==> src/rtl/sobel_pkg.sv <==
// sobel_pkg: constants shared by the VGA controller, the Sobel generator and
// the stream consumers, plus the state encoding of the bounding-box detector.
//   COORD_W          width of Coord_X/Coord_Y style pixel coordinates
//   H_ACTIVE/V_ACTIVE default active-area size (640x480)
//   bbox_state_e     WAIT_VS / ACTIVE / LATCH
package sobel_pkg;

  localparam int unsigned COORD_W  = 12;
  localparam int unsigned H_ACTIVE = 640;
  localparam int unsigned V_ACTIVE = 480;

  typedef enum logic [1:0] {
    WAIT_VS = 2'd0,
    ACTIVE  = 2'd1,
    LATCH   = 2'd2
  } bbox_state_e;

endpackage

==> src/rtl/vga_sync_counter.sv <==
// vga_sync_counter: derives pixel coordinates and a frame-boundary strobe from
// a VGA-style HS/VS/DE stream. Reusable by any stream consumer.
// Ports:
//   vga_clk, rst_n  pixel clock, synchronous active-low reset
//   hs_i, vs_i      syncs, active level given by SYNC_POL
//   de_i            active-video qualifier
//   x_o             column of the pixel presented this cycle
//   y_o             line index (increments on each DE falling edge)
//   fb_o            frame boundary: VS at active level, registered VS not
module vga_sync_counter #(
  parameter int unsigned COORD_W  = sobel_pkg::COORD_W,
  parameter bit          SYNC_POL = 1'b0
) (
  input  logic               vga_clk,
  input  logic               rst_n,
  input  logic               hs_i,
  input  logic               vs_i,
  input  logic               de_i,
  output logic [COORD_W-1:0] x_o,
  output logic [COORD_W-1:0] y_o,
  output logic               fb_o
);
  import sobel_pkg::*;

  logic               vs_q, hs_q, de_q;
  logic [COORD_W-1:0] x_q, x_d, y_q, y_d;
  logic               hs_edge, de_fall;

  assign fb_o    = (vs_i == SYNC_POL) && (vs_q != SYNC_POL);
  assign hs_edge = (hs_i == SYNC_POL) && (hs_q != SYNC_POL);
  assign de_fall = de_q & ~de_i;

  // Counters stick at all-ones so an over-long line/frame can never wrap
  // back into the active window.
  always_comb begin
    x_d = x_q;
    if (fb_o || de_fall || hs_edge) begin
      x_d = '0;
    end else if (de_i && (x_q != '1)) begin
      x_d = x_q + 1'b1;
    end

    y_d = y_q;
    if (fb_o) begin
      y_d = '0;
    end else if (de_fall && (y_q != '1)) begin
      y_d = y_q + 1'b1;
    end
  end

  // Syncs reset to the active level so that leaving reset while VS is
  // asserted does not produce a spurious frame boundary.
  always_ff @(posedge vga_clk) begin
    if (!rst_n) begin
      vs_q <= SYNC_POL;
      hs_q <= SYNC_POL;
      de_q <= 1'b0;
      x_q  <= '0;
      y_q  <= '0;
    end else begin
      vs_q <= vs_i;
      hs_q <= hs_i;
      de_q <= de_i;
      x_q  <= x_d;
      y_q  <= y_d;
    end
  end

  assign x_o = x_q;
  assign y_o = y_q;

endmodule

==> src/rtl/sobel_bbox_detect.sv <==
// sobel_bbox_detect: per-frame bounding box and edge-pixel count of the 1-bit
// Sobel edge stream. Results latch at end of frame with a one-cycle
// o_frame_done pulse and hold until the next frame completes.
// Ports:
//   vga_clk, rst_n            pixel clock, synchronous active-low reset
//   i_hs, i_vs, i_de          VGA timing (sync polarity from SYNC_POL)
//   i_sobel_data              edge bit, valid while i_de=1
//   o_min_x/o_max_x           column extent of edges in last complete frame
//   o_min_y/o_max_y           row extent of edges in last complete frame
//   o_edge_cnt                saturating edge-pixel count
//   o_box_valid               last frame had at least one counted pixel
//   o_frame_done              one-cycle pulse when the outputs update
// Build option: define SOBEL_BBOX_NOISE_FILTER_EN to count only pixels whose
// preceding DE-qualified pixel on the same line was also an edge.
module sobel_bbox_detect #(
  parameter int unsigned H_ACTIVE = sobel_pkg::H_ACTIVE,
  parameter int unsigned V_ACTIVE = sobel_pkg::V_ACTIVE,
  parameter int unsigned COORD_W  = sobel_pkg::COORD_W,
  parameter int unsigned CNT_W    = 20,
  parameter bit          SYNC_POL = 1'b0
) (
  input  logic               vga_clk,
  input  logic               rst_n,
  input  logic               i_hs,
  input  logic               i_vs,
  input  logic               i_de,
  input  logic               i_sobel_data,
  output logic [COORD_W-1:0] o_min_x,
  output logic [COORD_W-1:0] o_max_x,
  output logic [COORD_W-1:0] o_min_y,
  output logic [COORD_W-1:0] o_max_y,
  output logic [CNT_W-1:0]   o_edge_cnt,
  output logic               o_box_valid,
  output logic               o_frame_done
);
  import sobel_pkg::*;

  localparam logic [COORD_W-1:0] X_LIM = COORD_W'(H_ACTIVE);
  localparam logic [COORD_W-1:0] Y_LIM = COORD_W'(V_ACTIVE);

  logic [COORD_W-1:0] x, y;
  logic               fb;

  vga_sync_counter #(
    .COORD_W  (COORD_W),
    .SYNC_POL (SYNC_POL)
  ) u_sync (
    .vga_clk (vga_clk),
    .rst_n   (rst_n),
    .hs_i    (i_hs),
    .vs_i    (i_vs),
    .de_i    (i_de),
    .x_o     (x),
    .y_o     (y),
    .fb_o    (fb)
  );

  logic edge_ok, pix_ok;

`ifdef SOBEL_BBOX_NOISE_FILTER_EN
  logic run_q, run_d;
  // The flag is only consulted on DE-high cycles, so clearing it on every
  // DE-low cycle is equivalent to clearing it on the DE falling edge.
  always_comb begin
    run_d = ~fb & i_de & i_sobel_data;
  end

  always_ff @(posedge vga_clk) begin
    if (!rst_n) begin
      run_q <= 1'b0;
    end else begin
      run_q <= run_d;
    end
  end

  assign edge_ok = i_sobel_data & run_q;
`else
  assign edge_ok = i_sobel_data;
`endif

  assign pix_ok = i_de & edge_ok & (x < X_LIM) & (y < Y_LIM);

  bbox_state_e        state_q, state_d;
  logic [COORD_W-1:0] min_x_q, min_x_d, max_x_q, max_x_d;
  logic [COORD_W-1:0] min_y_q, min_y_d, max_y_q, max_y_d;
  logic [CNT_W-1:0]   cnt_q, cnt_d;
  logic [COORD_W-1:0] out_min_x_q, out_min_x_d, out_max_x_q, out_max_x_d;
  logic [COORD_W-1:0] out_min_y_q, out_min_y_d, out_max_y_q, out_max_y_d;
  logic [CNT_W-1:0]   out_cnt_q, out_cnt_d;
  logic               valid_q, valid_d, done_q, done_d;

  always_comb begin
    state_d     = state_q;
    min_x_d     = min_x_q;
    max_x_d     = max_x_q;
    min_y_d     = min_y_q;
    max_y_d     = max_y_q;
    cnt_d       = cnt_q;
    out_min_x_d = out_min_x_q;
    out_max_x_d = out_max_x_q;
    out_min_y_d = out_min_y_q;
    out_max_y_d = out_max_y_q;
    out_cnt_d   = out_cnt_q;
    valid_d     = valid_q;
    done_d      = 1'b0;

    unique case (state_q)
      WAIT_VS: begin
        if (fb) begin
          state_d = ACTIVE;
          min_x_d = '1;
          max_x_d = '0;
          min_y_d = '1;
          max_y_d = '0;
          cnt_d   = '0;
        end
      end
      ACTIVE: begin
        // A pixel coinciding with the frame boundary is dropped.
        if (fb) begin
          state_d = LATCH;
        end else if (pix_ok) begin
          if (x < min_x_q) min_x_d = x;
          if (x > max_x_q) max_x_d = x;
          if (y < min_y_q) min_y_d = y;
          if (y > max_y_q) max_y_d = y;
          if (cnt_q != '1) cnt_d = cnt_q + 1'b1;
        end
      end
      LATCH: begin
        state_d   = ACTIVE;
        done_d    = 1'b1;
        out_cnt_d = cnt_q;
        if (cnt_q != '0) begin
          out_min_x_d = min_x_q;
          out_max_x_d = max_x_q;
          out_min_y_d = min_y_q;
          out_max_y_d = max_y_q;
          valid_d     = 1'b1;
        end else begin
          out_min_x_d = '0;
          out_max_x_d = '0;
          out_min_y_d = '0;
          out_max_y_d = '0;
          valid_d     = 1'b0;
        end
        min_x_d = '1;
        max_x_d = '0;
        min_y_d = '1;
        max_y_d = '0;
        cnt_d   = '0;
      end
      default: begin
        state_d = WAIT_VS;
      end
    endcase
  end

  always_ff @(posedge vga_clk) begin
    if (!rst_n) begin
      state_q     <= WAIT_VS;
      min_x_q     <= '0;
      max_x_q     <= '0;
      min_y_q     <= '0;
      max_y_q     <= '0;
      cnt_q       <= '0;
      out_min_x_q <= '0;
      out_max_x_q <= '0;
      out_min_y_q <= '0;
      out_max_y_q <= '0;
      out_cnt_q   <= '0;
      valid_q     <= 1'b0;
      done_q      <= 1'b0;
    end else begin
      state_q     <= state_d;
      min_x_q     <= min_x_d;
      max_x_q     <= max_x_d;
      min_y_q     <= min_y_d;
      max_y_q     <= max_y_d;
      cnt_q       <= cnt_d;
      out_min_x_q <= out_min_x_d;
      out_max_x_q <= out_max_x_d;
      out_min_y_q <= out_min_y_d;
      out_max_y_q <= out_max_y_d;
      out_cnt_q   <= out_cnt_d;
      valid_q     <= valid_d;
      done_q      <= done_d;
    end
  end

  assign o_min_x      = out_min_x_q;
  assign o_max_x      = out_max_x_q;
  assign o_min_y      = out_min_y_q;
  assign o_max_y      = out_max_y_q;
  assign o_edge_cnt   = out_cnt_q;
  assign o_box_valid  = valid_q;
  assign o_frame_done = done_q;

endmodule
==> config.mk <==
export PLATFORM = sky130hd
export DESIGN_NAME = sobel_bbox_detect
export DESIGN_NICKNAME = d
export VERILOG_FILES = /design/src/rtl/sobel_pkg.sv /design/src/rtl/vga_sync_counter.sv /design/src/rtl/sobel_bbox_detect.sv
export SDC_FILE = /design/constraint.sdc
export NUM_CORES = 1
export LEC_CHECK = 0
export ABC_AREA = 0
export CAP_MARGIN = 10
export CORE_AREA = 2 2 139 141
export CTS_CLUSTER_SIZE = 25
export DETAILED_ROUTE_END_ITERATION = 12
export DIE_AREA = 0 0 141 143
export SETUP_SLACK_MARGIN = 0.15
export SLEW_MARGIN = 30
export SYNTH_ARGS = -nofsm -noshare
export SYNTH_HDL_FRONTEND = slang
export SYNTH_SLANG_ARGS = --single-unit
==> constraint.sdc <==
create_clock -name vga_clk -period 3.7 [get_ports vga_clk]
set_clock_uncertainty 0.1 [all_clocks]
set_input_delay 0.74 -clock vga_clk [delete_from_list [all_inputs] [get_ports vga_clk]]
set_output_delay 0.74 -clock vga_clk [all_outputs]
set_load 0.01 [all_outputs]
# Word level (Yosys, flattened, before mapping)
# Cells that the tools add are included.
# word_totals
regBits,167
inputBits,6
rom_bits,0
n_memories,0
ram_bits,0
elab_cells,98
latchBits,0
# op_classes
n_eq_ne,14
order_cmp,6
muxes,32
n_bitwise,8
div,0
n_shift,0
reduce_logical,17
mul,0
addsub,3
# ops
operator,n
$mux 12,18
$pmux 12 s3,4
$mux 20,4
$pmux 20 s3,1
$reduce_and 5->1,5
$add 12x1->12 const B,2
$gt 12x12->1,2
$lt 12x12->1,2
$ne 12x12->1 const B,2
$add 20x1->20 const B,1
$ne 20x20->1 const B,1
$reduce_bool 20->1,1
$ne 2x2->1 const B,7
$lt 12x10->1 const B,1
$lt 12x9->1 const B,1
$pmux 2 s3,1
$and 1x1->1,4
$logic_and 1x1->1,4
$mux 2,2
$ne 2x1->1 const B,2
$not 1->1,4
$reduce_or 2->1,2
$reduce_bool 3->1,1
$eq 2x1->1 const B,1
5 further kinds,7

# Longest topological paths before layout
# Gate-level depths: netlist of the first run.
# depth
depth_word,6
depth_mapped,10

# Modules after synthesis
# A second synthesis of the first run with hierarchy kept.
# unflattened
cells_unflattened,868
area_unflattened_um2,7872.6
# modules_own_cells
module,cells_each,instances,area_each_um2
sobel_bbox_detect,719,1,6561.3
vga_sync_counter,149,1,1311.3

# Worst setup path after synthesis of the first run
# OpenSTA, ideal clock, no wires.
# synth_path
path_kind,input -> register
startpoint,input port i_vs
endpoint,register cnt_q[18]
path_slack_ns,1.382
n_path_buf,1
t_required_ns,3.513
setup_ns,0.087
stages,7
arrival_ns,2.131
path_cell_list,nor2b_1 > or4_4 > o21ai_2 > buf_6 > nand3_4 > or4_1 > o31ai_1
# synth_between
elab_chain_len,4
# synth_rtl
item,line,source
from (decl),sobel_bbox_detect.sv:25,"input logic i_vs,"
$not 1->1 (*),vga_sync_counter.sv:29,assign fb_o = (vs_i == SYNC_POL) && (vs_q != SYNC_POL);
$logic_and 1x1->1 (*),vga_sync_counter.sv:29,
$ne 2x2->1 (no line) / $ne 2x1->1 (equally long branches),-,
$reduce_and 5->1 (no line) (*),-,
to (signal assigned),sobel_bbox_detect.sv:180,cnt_q <= cnt_d;
to (decl),sobel_bbox_detect.sv:86,"logic [CNT_W-1:0] cnt_q, cnt_d;"
# Every way passes the cells marked *; elsewhere a longest branch is shown, timed or not.
# A chain may end at the register's enable or synchronous reset.

# Final worst setup path of the first run
# layout_path
startpoint,input port i_vs
endpoint,register min_y_q[9]
# layout_between
elab_chain_len,4
# layout_rtl
item,line,source
$not 1->1 (*),vga_sync_counter.sv:29,
$logic_and 1x1->1 (*),vga_sync_counter.sv:29,
$ne 2x2->1 (no line) / $ne 2x1->1 (equally long branches),-,
$reduce_and 5->1 (no line) (*),-,
to (signal assigned),sobel_bbox_detect.sv:178,min_y_q <= min_y_d;
to (decl),sobel_bbox_detect.sv:85,"logic [COORD_W-1:0] min_y_q, min_y_d, max_y_q, max_y_d;"
# Marks and branches as above.

==> impl_metrics.csv, run 1 <==
group,metric,value,unit
status,run_status,"finished, final reports clean",
routing,drtIter0Drc,276,
routing,wl,17560,µm
synth,ys_seq_area_share,43.26,%
routing,antenna_left,0,
critical_path,r2r_setup_slack,1020,ps
critical_path,critPathLaunchType,"input port",
power,p_comb_share,5.2,%
sta,fin_crit_sh,76.72,%
synth,yosysTopAreaCell,"dfxtp_1",
critical_path,worst_ep_arrival_time,3060,ps
routing,wl_per_cell,15.14,µm
grt,groute.usage.overall,18.04,%
power,netSwitchingFraction,24.14,%
routing,drc,0,
synth,synth_edf_count,0,
sta,finalSetupViolations,0,
layout,drive_gt1_share,8.639,%
layout,final_net_count,969,
die,initial_core_util,41.60,%
cts,clock_sink_count,167,
layout,area_growth,19.77,%
grt,grt_max_degree,84,
synth,ys_ff_latch,167,
cts,cts_buffers,17,
placed_design,port_buffers,75,
hold_path,hold_start,"o_edge_cnt[3]",
critical_path,required,3920,ps
synth,synth_top_area_share,43.26,%
power,p_clk_share,44.9,%
grt,antenna_found_initial,0,
layout,postLayoutCoreUtil,49.82,%
synth,synth_area,7729,µm²
sta,fmax,352.3,MHz
synth,yosys.cell_types.count,54,
hold_path,hold_depth,2,
sta,max_slew_margin,43.74,%
placed_design,gp_congestion,0.8581,
layout,num-fill-cells,1777,
die,die_x,141,µm
layout,seq_area,3343,µm²
sta,final_hold_viol_count,0,
cts,cts_resized,0,
sta,min_period,2839,ps
cts,cts_tree,"yes",
synth,ys_top_cells_by_area,"dfxtp_1 43%, ha_1 8.1%, a22oi_1 4.7%",
cts,post_cts_buffers,0,
power,total_leakage_power,3.262,nW
synth,mappedNetlistNets,909,
critical_path,rr_endpoint,"min_y_q[9]",
die,die_area,20160,µm²
synth,synth_cells,853,
die,core,18580,µm²
routing,vias_per_cell,5.260,
layout,stdcell_count,1160,
power,intPower,2.805,mW
synth,syn_avg_cell_area,9.061,µm²
critical_path,cp_max_fo,10,
placed_design,place_ws,351.9,ps
synth,yosysWarnings,0,
sta,fin_ws,861.4,ps
power,seqPwrFrac,49.9,%
cts,clkLatencyLatePin,430,ps
hold_path,holdPathEnd,"o_edge_cnt[3]",
hold_path,hold_class,"flip-flop to flip-flop",
sta,fin_tns_setup,0,ps
cts,hold_buffers,0,
layout,multi_input_area,3975,µm²
critical_path,path_class,"input port to flip-flop",
critical_path,r2r_cells,8,
placed_design,dp_cells,1128,
die,die_h,143,µm
die,ios,76,
cts,clk_path_buf_depth,2,
routing,num_vias,6102,
run,maxCapViolations,0,
power,p_sw,0.8929,mW
grt,grt_pass1_vias,5645,
cts,cts_root_buf,"clkbuf_16",
power,power_density,399.5,nW/µm²
placed_design,place_hpwl,12010,µm
critical_path,cp-startpoint,"i_vs",
grt,grt_overflow_total,0,
power,power,3.698,mW
die,rows,50,
routing,firstDrtPassIters,5,
critical_path,critPathCaptureType,"flip-flop",
critical_path,r2r_start,"u_sync.y_o[5]",
sta,worst_pin_slew,840.1,ps
layout,antenna_cells,0,
synth,postSynth.asyncResetShare,0,%
synth,synthFlopType,"dfxtp_1",
sta,slew_viol_final,0,
cts,htree_levels,4,
cts,clk_pin_slew_worst_paths,60,ps
power,vdd_drop_max,0.3339,mV
grt,grt_pass1_wl,29270,µm
sta,rsz0062_at_grt,"false",
per-layer routing:
metal  GRT usage (%)  wire (µm)  vias up
met3           3.488        588       19
li1                -          -     3158
met4           6.000        233        0
met5               0          0        -
met1           26.01       9089     2826
met2           27.09       7648       99
through the flow:
step	cell area, µm²	hold slack [ps]
5_1_grt	9256	390.3
6_report	9256	363.0
4_1_cts	9250	368.0
3_5_place_dp	8700	358.6
3_3_place_gp	8700	354.6
2_1_floorplan	7729	341.2
sequential cells by signal, summed over array words and instances, names as in the netlist, 2 cells and up:
signal,count
u_sync.x_o,12
o_min_x,12
o_max_x,12
cnt_q,20
max_y_q,12
min_x_q,12
o_edge_cnt,20
u_sync.y_o,12
state_q,2
o_min_y,12
min_y_q,12
o_max_y,12
max_x_q,12
how the worst max path moves through the flow:
stage	end	slack, ps	cells after the start
after CTS	min_y_q[10]	820	7
after global placement	min_y_q[10]	370	7
after global routing	min_y_q[10]	760	7
after detailed placement	min_y_q[10]	350	7
after floorplan	cnt_q[18]	1380	7
final	min_y_q[9]	860	7
power groups by stage:
stage / clock network, mW / registers (mW) / logic (mW)
global route: 1.78 / 1.85 / 0.214
CTS: 1.71 / 1.85 / 0.193
floorplan: 0 / 1.88 / 0.148
detailed placement: 0 / 1.89 / 0.192
finish: 1.66 / 1.85 / 0.191
global placement: 0 / 1.89 / 0.192
synth_stat cells, types with 7 or more instances:
| cell type | instances |
|---|---|
| a21boi_0 | 23 |
| a21o_1 | 7 |
| a21oi_1 | 22 |
| a22oi_1 | 48 |
| and2_1 | 9 |
| and3_1 | 7 |
| clkbuf_1 | 40 |
| dfxtp_1 | 167 |
| ha_1 | 50 |
| inv_1 | 55 |
| mux2i_1 | 11 |
| nand2_1 | 84 |
| nand3_1 | 33 |
| nand4_1 | 32 |
| nor2_1 | 53 |
| nor2b_1 | 54 |
| nor3_1 | 9 |
| o21ai_0 | 11 |
| o221a_2 | 19 |
| o31ai_1 | 10 |
| xnor2_1 | 14 |
| xor2_1 | 16 |
area by class of cell:
class,count,share of cell area [%]
Multi-Input combinational cell,580,42.94
Tap cell,234,3.163
Sequential cell,167,36.12
Timing Repair Buffer,92,9.597
Clock buffer,20,4.934
Inverter,55,2.230
Clock inverter,12,1.014
worst max-delay path, cell delays in order:
cell	delay, ps
clkdlybuf4s50_1	510
nor2b_1	80
or4_4	530
nor2_1	340
o211ai_1	430
and2_1	330
o21a_1	100
cells by family after synthesis:
family / after synthesis / synth area share (%)
simple gates: 314 / 21.06
compound gates: 175 / 17.21
flops: 167 / 43.26
buf+inv: 106 / 5.553
fa+ha+maj: 50 / 8.095
xor+xnor: 30 / 3.400
mux: 11 / 1.425
layout by cell type (no fill, tap or decap), types with 11 or more instances in the layout:
cell type        synthesis  layout
dfxtp_1                167     167
clkdlybuf4s50_1          0      74
nand3_1                 33      33
inv_1                   55      55
a21boi_0                23      23
buf_4                    3      17
nand4_1                 32      32
nor2_1                  53      52
nand2_1                 84      84
a21oi_1                 22      22
o21ai_0                 11      11
ha_1                    50      50
nor2b_1                 54      53
clkbuf_16                0      17
xnor2_1                 14      14
a22oi_1                 48      48
xor2_1                  16      16
mux2i_1                 11      11
o221a_2                 19      19
(Power assumes the default switching activity.)
==> inputs of run 2 (changes only) <==
==> constraint.sdc (replaced) <==
create_clock -name vga_clk -period 2.35 [get_ports vga_clk]
set_clock_uncertainty 0.1 [all_clocks]
set_input_delay 0.47 -clock vga_clk [delete_from_list [all_inputs] [get_ports vga_clk]]
set_output_delay 0.47 -clock vga_clk [all_outputs]
set_load 0.01 [all_outputs]
==> impl_metrics.csv, run 2 (synthesis gave the netlist of run 1 again) <==
group,metric,value,unit
status,run_status,"finished, final reports clean",
hold_path,hold_class,"input port to flip-flop",
critical_path,required,2570,ps
routing,firstDrtPassIters,5,
sta,final_hold_viol_count,0,
sta,slew_viol_final,0,
critical_path,worst_ep_arrival_time,2530,ps
grt,grt_max_degree,66,
sta,rsz0062_at_grt,"true",
power,netSwitchingFraction,24.45,%
power,vdd_drop_max,0.5125,mV
cts,cts_tree,"yes",
routing,antenna_left,0,
grt,antenna_found_initial,0,
cts,clkLatencyLatePin,430,ps
routing,wl_per_cell,16.47,µm
critical_path,r2r_setup_slack,30,ps
die,rows,50,
sta,worst_pin_slew,538.1,ps
critical_path,critPathLaunchType,"flip-flop",
sta,fin_tns_setup,0,ps
die,initial_core_util,41.60,%
placed_design,port_buffers,75,
critical_path,critPathCaptureType,"flip-flop",
layout,multi_input_area,4587,µm²
grt,grt_pass1_wl,32510,µm
power,p_sw,1.531,mW
cts,cts_buffers,17,
sta,fin_ws,33.97,ps
power,intPower,4.730,mW
layout,seq_area,3385,µm²
layout,layout_commonest_cell,"dfxtp_1",
sta,fin_crit_sh,98.55,%
sta,max_slew_margin,64.13,%
power,seqPwrFrac,46.4,%
cts,hold_buffers,0,
critical_path,cp-startpoint,"u_sync.x_o[9]",
layout,num-fill-cells,1637,
cts,clock_sink_count,167,
die,core,18580,µm²
sta,finalSetupViolations,0,
critical_path,r2r_start,"u_sync.x_o[9]",
die,die_h,143,µm
die,ios,76,
sta,min_period,2316,ps
run,maxCapViolations,0,
routing,wl,20630,µm
routing,drc,0,
placed_design,place_ws,-310.8,ps
critical_path,cp_max_fo,6,
cts,clk_pin_slew_worst_paths,70,ps
cts,htree_levels,4,
placed_design,gp_congestion,0.8902,
sta,fmax,431.8,MHz
layout,area_growth,39.78,%
placed_design,place_hpwl,13350,µm
power,power_density,579.6,nW/µm²
power,total_leakage_power,3.976,nW
layout,drive_gt1_share,26.42,%
die,die_x,141,µm
power,p_clk_share,45.8,%
grt,grt_overflow_total,0,
layout,final_net_count,1061,
routing,vias_per_cell,5.355,
routing,drtIter0Drc,398,
layout,antenna_cells,0,
power,p_comb_share,7.8,%
hold_path,hold_start,"i_vs",
cts,cts_root_buf,"clkbuf_16",
grt,groute.usage.overall,19.96,%
critical_path,path_class,"flip-flop to flip-flop",
cts,clk_path_buf_depth,2,
routing,num_vias,6705,
power,power,6.261,mW
die,die_area,20160,µm²
grt,grt_pass1_vias,6464,
layout,layout_common_cells,"142 x dfxtp_1, 86 x buf_4, 83 x nand2_1",
## run 2: repair_timing
action / 4_1_cts / 5_1_grt
endpoints found under the setup margin: 62 / 119
gates cloned: 3 / 4
buffers inserted: 6 / 8
pin swaps: 20 / 29
resized for setup: 68 / 98
## run 2: layout make-up
class,count,share of cell area (%)
Timing Repair Buffer,184,16.02
Sequential cell,167,31.33
Multi-Input combinational cell,580,42.46
Inverter,55,1.911
Clock inverter,14,1.506
Tap cell,234,2.710
Clock buffer,18,4.065
## run 2: metrics by stage
step                instance area, µm²  util (%)  hold WS (ps)  std cells
floorplan                         7740         -         341.2        853
global placement                  9271     49.90         355.0       1199
detailed placement                9271     49.90         361.7       1199
CTS                              10210     54.96         315.1       1240
global route                     10800     58.14         374.7       1252
finish                           10800     58.14         328.3       1252
## run 2: path summary, 6_finish.rpt
kind,end,cells past startpoint
worst max-delay path,min_x_q[4],9
worst min-delay path,u_sync.vs_q,2
worst max register to register,min_x_q[4],9
worst min register to register,o_edge_cnt[5],2
## run 2: per-layer routing
| metal | routed length (µm) | up-vias | share of wire (%) | GRT usage, % |
|---|---|---|---|---|
| li1 | - | 3328 | - | - |
| met1 | 9941 | 3241 | 48 | 27.56 |
| met2 | 9697 | 119 | 47 | 32.22 |
| met3 | 782 | 17 | 3.8 | 3.756 |
| met4 | 204 | 0 | 0.99 | 5.263 |
| met5 | 0 | - | 0 | 0 |
## run 2: worst max-delay path, cell delays in order (launching register included)
cell,delay [ps]
dfxtp_4,380
ha_4,250
a21o_1,180
a21o_1,150
a221o_1,320
a31oi_2,180
buf_4,170
nand2_4,70
buf_8,150
o221a_4,250
## run 2: power by group through the flow
| stage | clock network (mW) | registers, mW | logic [mW] |
|---|---|---|---|
| detailed placement | 0 | 2.97 | 0.368 |
| floorplan | 0 | 2.96 | 0.234 |
| finish | 2.87 | 2.91 | 0.487 |
| global placement | 0 | 2.97 | 0.366 |
| CTS | 2.92 | 2.90 | 0.423 |
| global route | 3.04 | 2.91 | 0.526 |
==> inputs of run 3 (changes only) <==
--- a/config.mk
+++ b/config.mk
@@ -7,10 +7,10 @@
 export LEC_CHECK = 0
 export ABC_AREA = 0
 export CAP_MARGIN = 10
-export CORE_AREA = 2 2 139 141
+export CORE_AREA = 2 2 155 127
 export CTS_CLUSTER_SIZE = 25
 export DETAILED_ROUTE_END_ITERATION = 12
-export DIE_AREA = 0 0 141 143
+export DIE_AREA = 0 0 157 129
 export SETUP_SLACK_MARGIN = 0.15
 export SLEW_MARGIN = 30
 export SYNTH_ARGS = -nofsm -noshare
==> constraint.sdc (replaced) <==
create_clock -name vga_clk -period 2.43 [get_ports vga_clk]
set_clock_uncertainty 0.1 [all_clocks]
set_input_delay 0.486 -clock vga_clk [delete_from_list [all_inputs] [get_ports vga_clk]]
set_output_delay 0.486 -clock vga_clk [all_outputs]
set_load 0.01 [all_outputs]
==> impl_metrics.csv, run 3 (synthesis gave the netlist of run 1 again) <==
group,metric,value,unit
cts,hold_buffers,0,
critical_path,critPathCaptureType,"flip-flop",
placed_design,placement.cell_area,9173,µm²
layout,final_area,10390,µm²
die,die_x,157,µm
power,netSwitchingFraction,23.48,%
grt,groute.usage.overall,20.12,%
die,initial_core_util,41.47,%
critical_path,required,2700,ps
cts,clock_sink_count,167,
status,run_status,"finished, final reports clean",
routing,drc,0,
sta,min_period,2273,ps
sta,final_hold_viol_count,0,
grt,grt_pass1_wl,32290,µm
hold_path,hold_class,"input port to flip-flop",
layout,antenna_cells,0,
routing,antenna_left,0,
cts,htree_levels,4,
cts,clkLatencyLatePin,430,ps
sta,timing.hold.ws,333.8,ps
die,ios,76,
critical_path,path_class,"flip-flop to flip-flop",
power,total_leakage_power,3.755,nW
cts,cts_buffers,17,
sta,finalSetupViolations,0,
placed_design,port_buffers,75,
power,power,6.241,mW
critical_path,cpMostUsedCell,"a21o_1",
sta,fmax,440.0,MHz
sta,rsz0062_at_grt,"true",
power,intPower,4.775,mW
placed_design,dp_cells,1205,
critical_path,critPathLaunchType,"flip-flop",
critical_path,r2r_cells,9,
grt,grt_pass1_vias,6204,
cts,clk_pin_slew_worst_paths,70,ps
cts,cts_root_buf,"clkbuf_16",
routing,wl_per_cell,16.29,µm
critical_path,cp_max_fo,6,
routing,drtIter0Drc,347,
routing,wl,20340,µm
layout,area_growth,34.39,%
die,rows,45,
die,core,18640,µm²
layout,stdcell_count,1249,
run,maxCapViolations,0,
grt,antenna_found_initial,0,
critical_path,worst_ep_arrival_time,2550,ps
cts,clk_path_buf_depth,2,
sta,max_slew_margin,49.51,%
placed_design,gp_congestion,0.8757,
grt,grt_overflow_total,0,
critical_path,slowest_delay,380,ps
layout,drive_gt1_share,20.69,%
sta,slew_viol_final,0,
layout,layout_commonest_cell,"dfxtp_1",
routing,vias_per_cell,5.283,
layout,final_net_count,1034,
die,die_h,129,µm
hold_path,hold_depth,2,
placed_design,place_hpwl,13240,µm
critical_path,cp_slowest_cell,"a221o_1",
routing,firstDrtPassIters,5,
routing,num_vias,6599,
power,p_clk_share,47.9,%
die,die_area,20250,µm²
power,vdd_drop_max,0.3899,mV
sta,fin_crit_sh,93.53,%
power,seqPwrFrac,45.0,%
critical_path,path_cells,"ha_4 -> a21o_1 -> a21o_1 -> a221o_1 -> a31oi_4 -> buf_6 -> o21a_4 -> buf_12 -> o221a_2",
power,p_comb_share,7.1,%
power,p_sw,1.466,mW
grt,grt_max_degree,70,
sta,fin_tns_setup,0,ps
power,power_density,600.9,nW/µm²
cts,cts_tree,"yes",
layout,layout_common_cells,"141 x dfxtp_1, 84 x nand2_1, 72 x clkdlybuf4s50_1",
sta,worst_pin_slew,757.4,ps
## run 3: stage by stage
| stage | worst slack, ps | utilization [%] |
|---|---|---|
| after floorplan | 165.2 | - |
| after global placement | -278.1 | 49.07 |
| after detailed placement | -325.0 | 49.22 |
| after CTS | 146.7 | 53.41 |
| after global routing | 63.58 | 55.73 |
| final | 157.3 | 55.73 |
## run 3: layout make-up
type	instances	area (µm²)
clock buffers	19	452.9
clock inverters	13	192.7
fillers	1609	8250
inverters	55	206.4
multi-input cells	581	4319
flip-flops and latches	167	3386
well taps	258	322.8
repair buffers	156	1506
## run 3: path summary, 6_finish.rpt
kind	start	to	slack, ps
max	u_sync.x_o[9]	min_x_q[9]	160
min	rst_n	o_edge_cnt[11]	330
max reg2reg	u_sync.x_o[9]	min_x_q[9]	160
min reg2reg	o_edge_cnt[14]	o_edge_cnt[14]	360
## run 3: repair_timing
| item | in CTS | in global routing |
|---|---|---|
| setup endpoints to repair | 64 | 88 |
| cloned | 3 | 2 |
| resized for setup | 28 | 75 |
| pin swaps | 10 | 20 |
| hold endpoints to repair | 0 | 0 |
| buffers inserted | 0 | 7 |
## run 3: power by group through the flow
stage	registers [mW]	logic [mW]	clock network, mW
2_1_floorplan	2.86	0.226	0
3_3_place_gp	2.87	0.354	0
3_5_place_dp	2.87	0.355	0
4_1_cts	2.81	0.398	3.03
5_1_grt	2.81	0.479	3.14
6_report	2.81	0.442	2.99
## run 3: per-layer routing
metal  wire, µm  global-route usage (%)  share of wire, %
met5          0                       0                 0
met1      10400                   28.51                51
met3        814                   4.176               4.0
met4        252                   6.530               1.2
met2       8877                   30.62                44
## run 3: worst max-delay path: cells and delay by family, from the launching register on
kind                       cells  cell delay (ps)
adders and majority gates      1              240
AOI/OAI and AO/OA              6             1250
DFF                            1              370
buffers and inverters          2              260
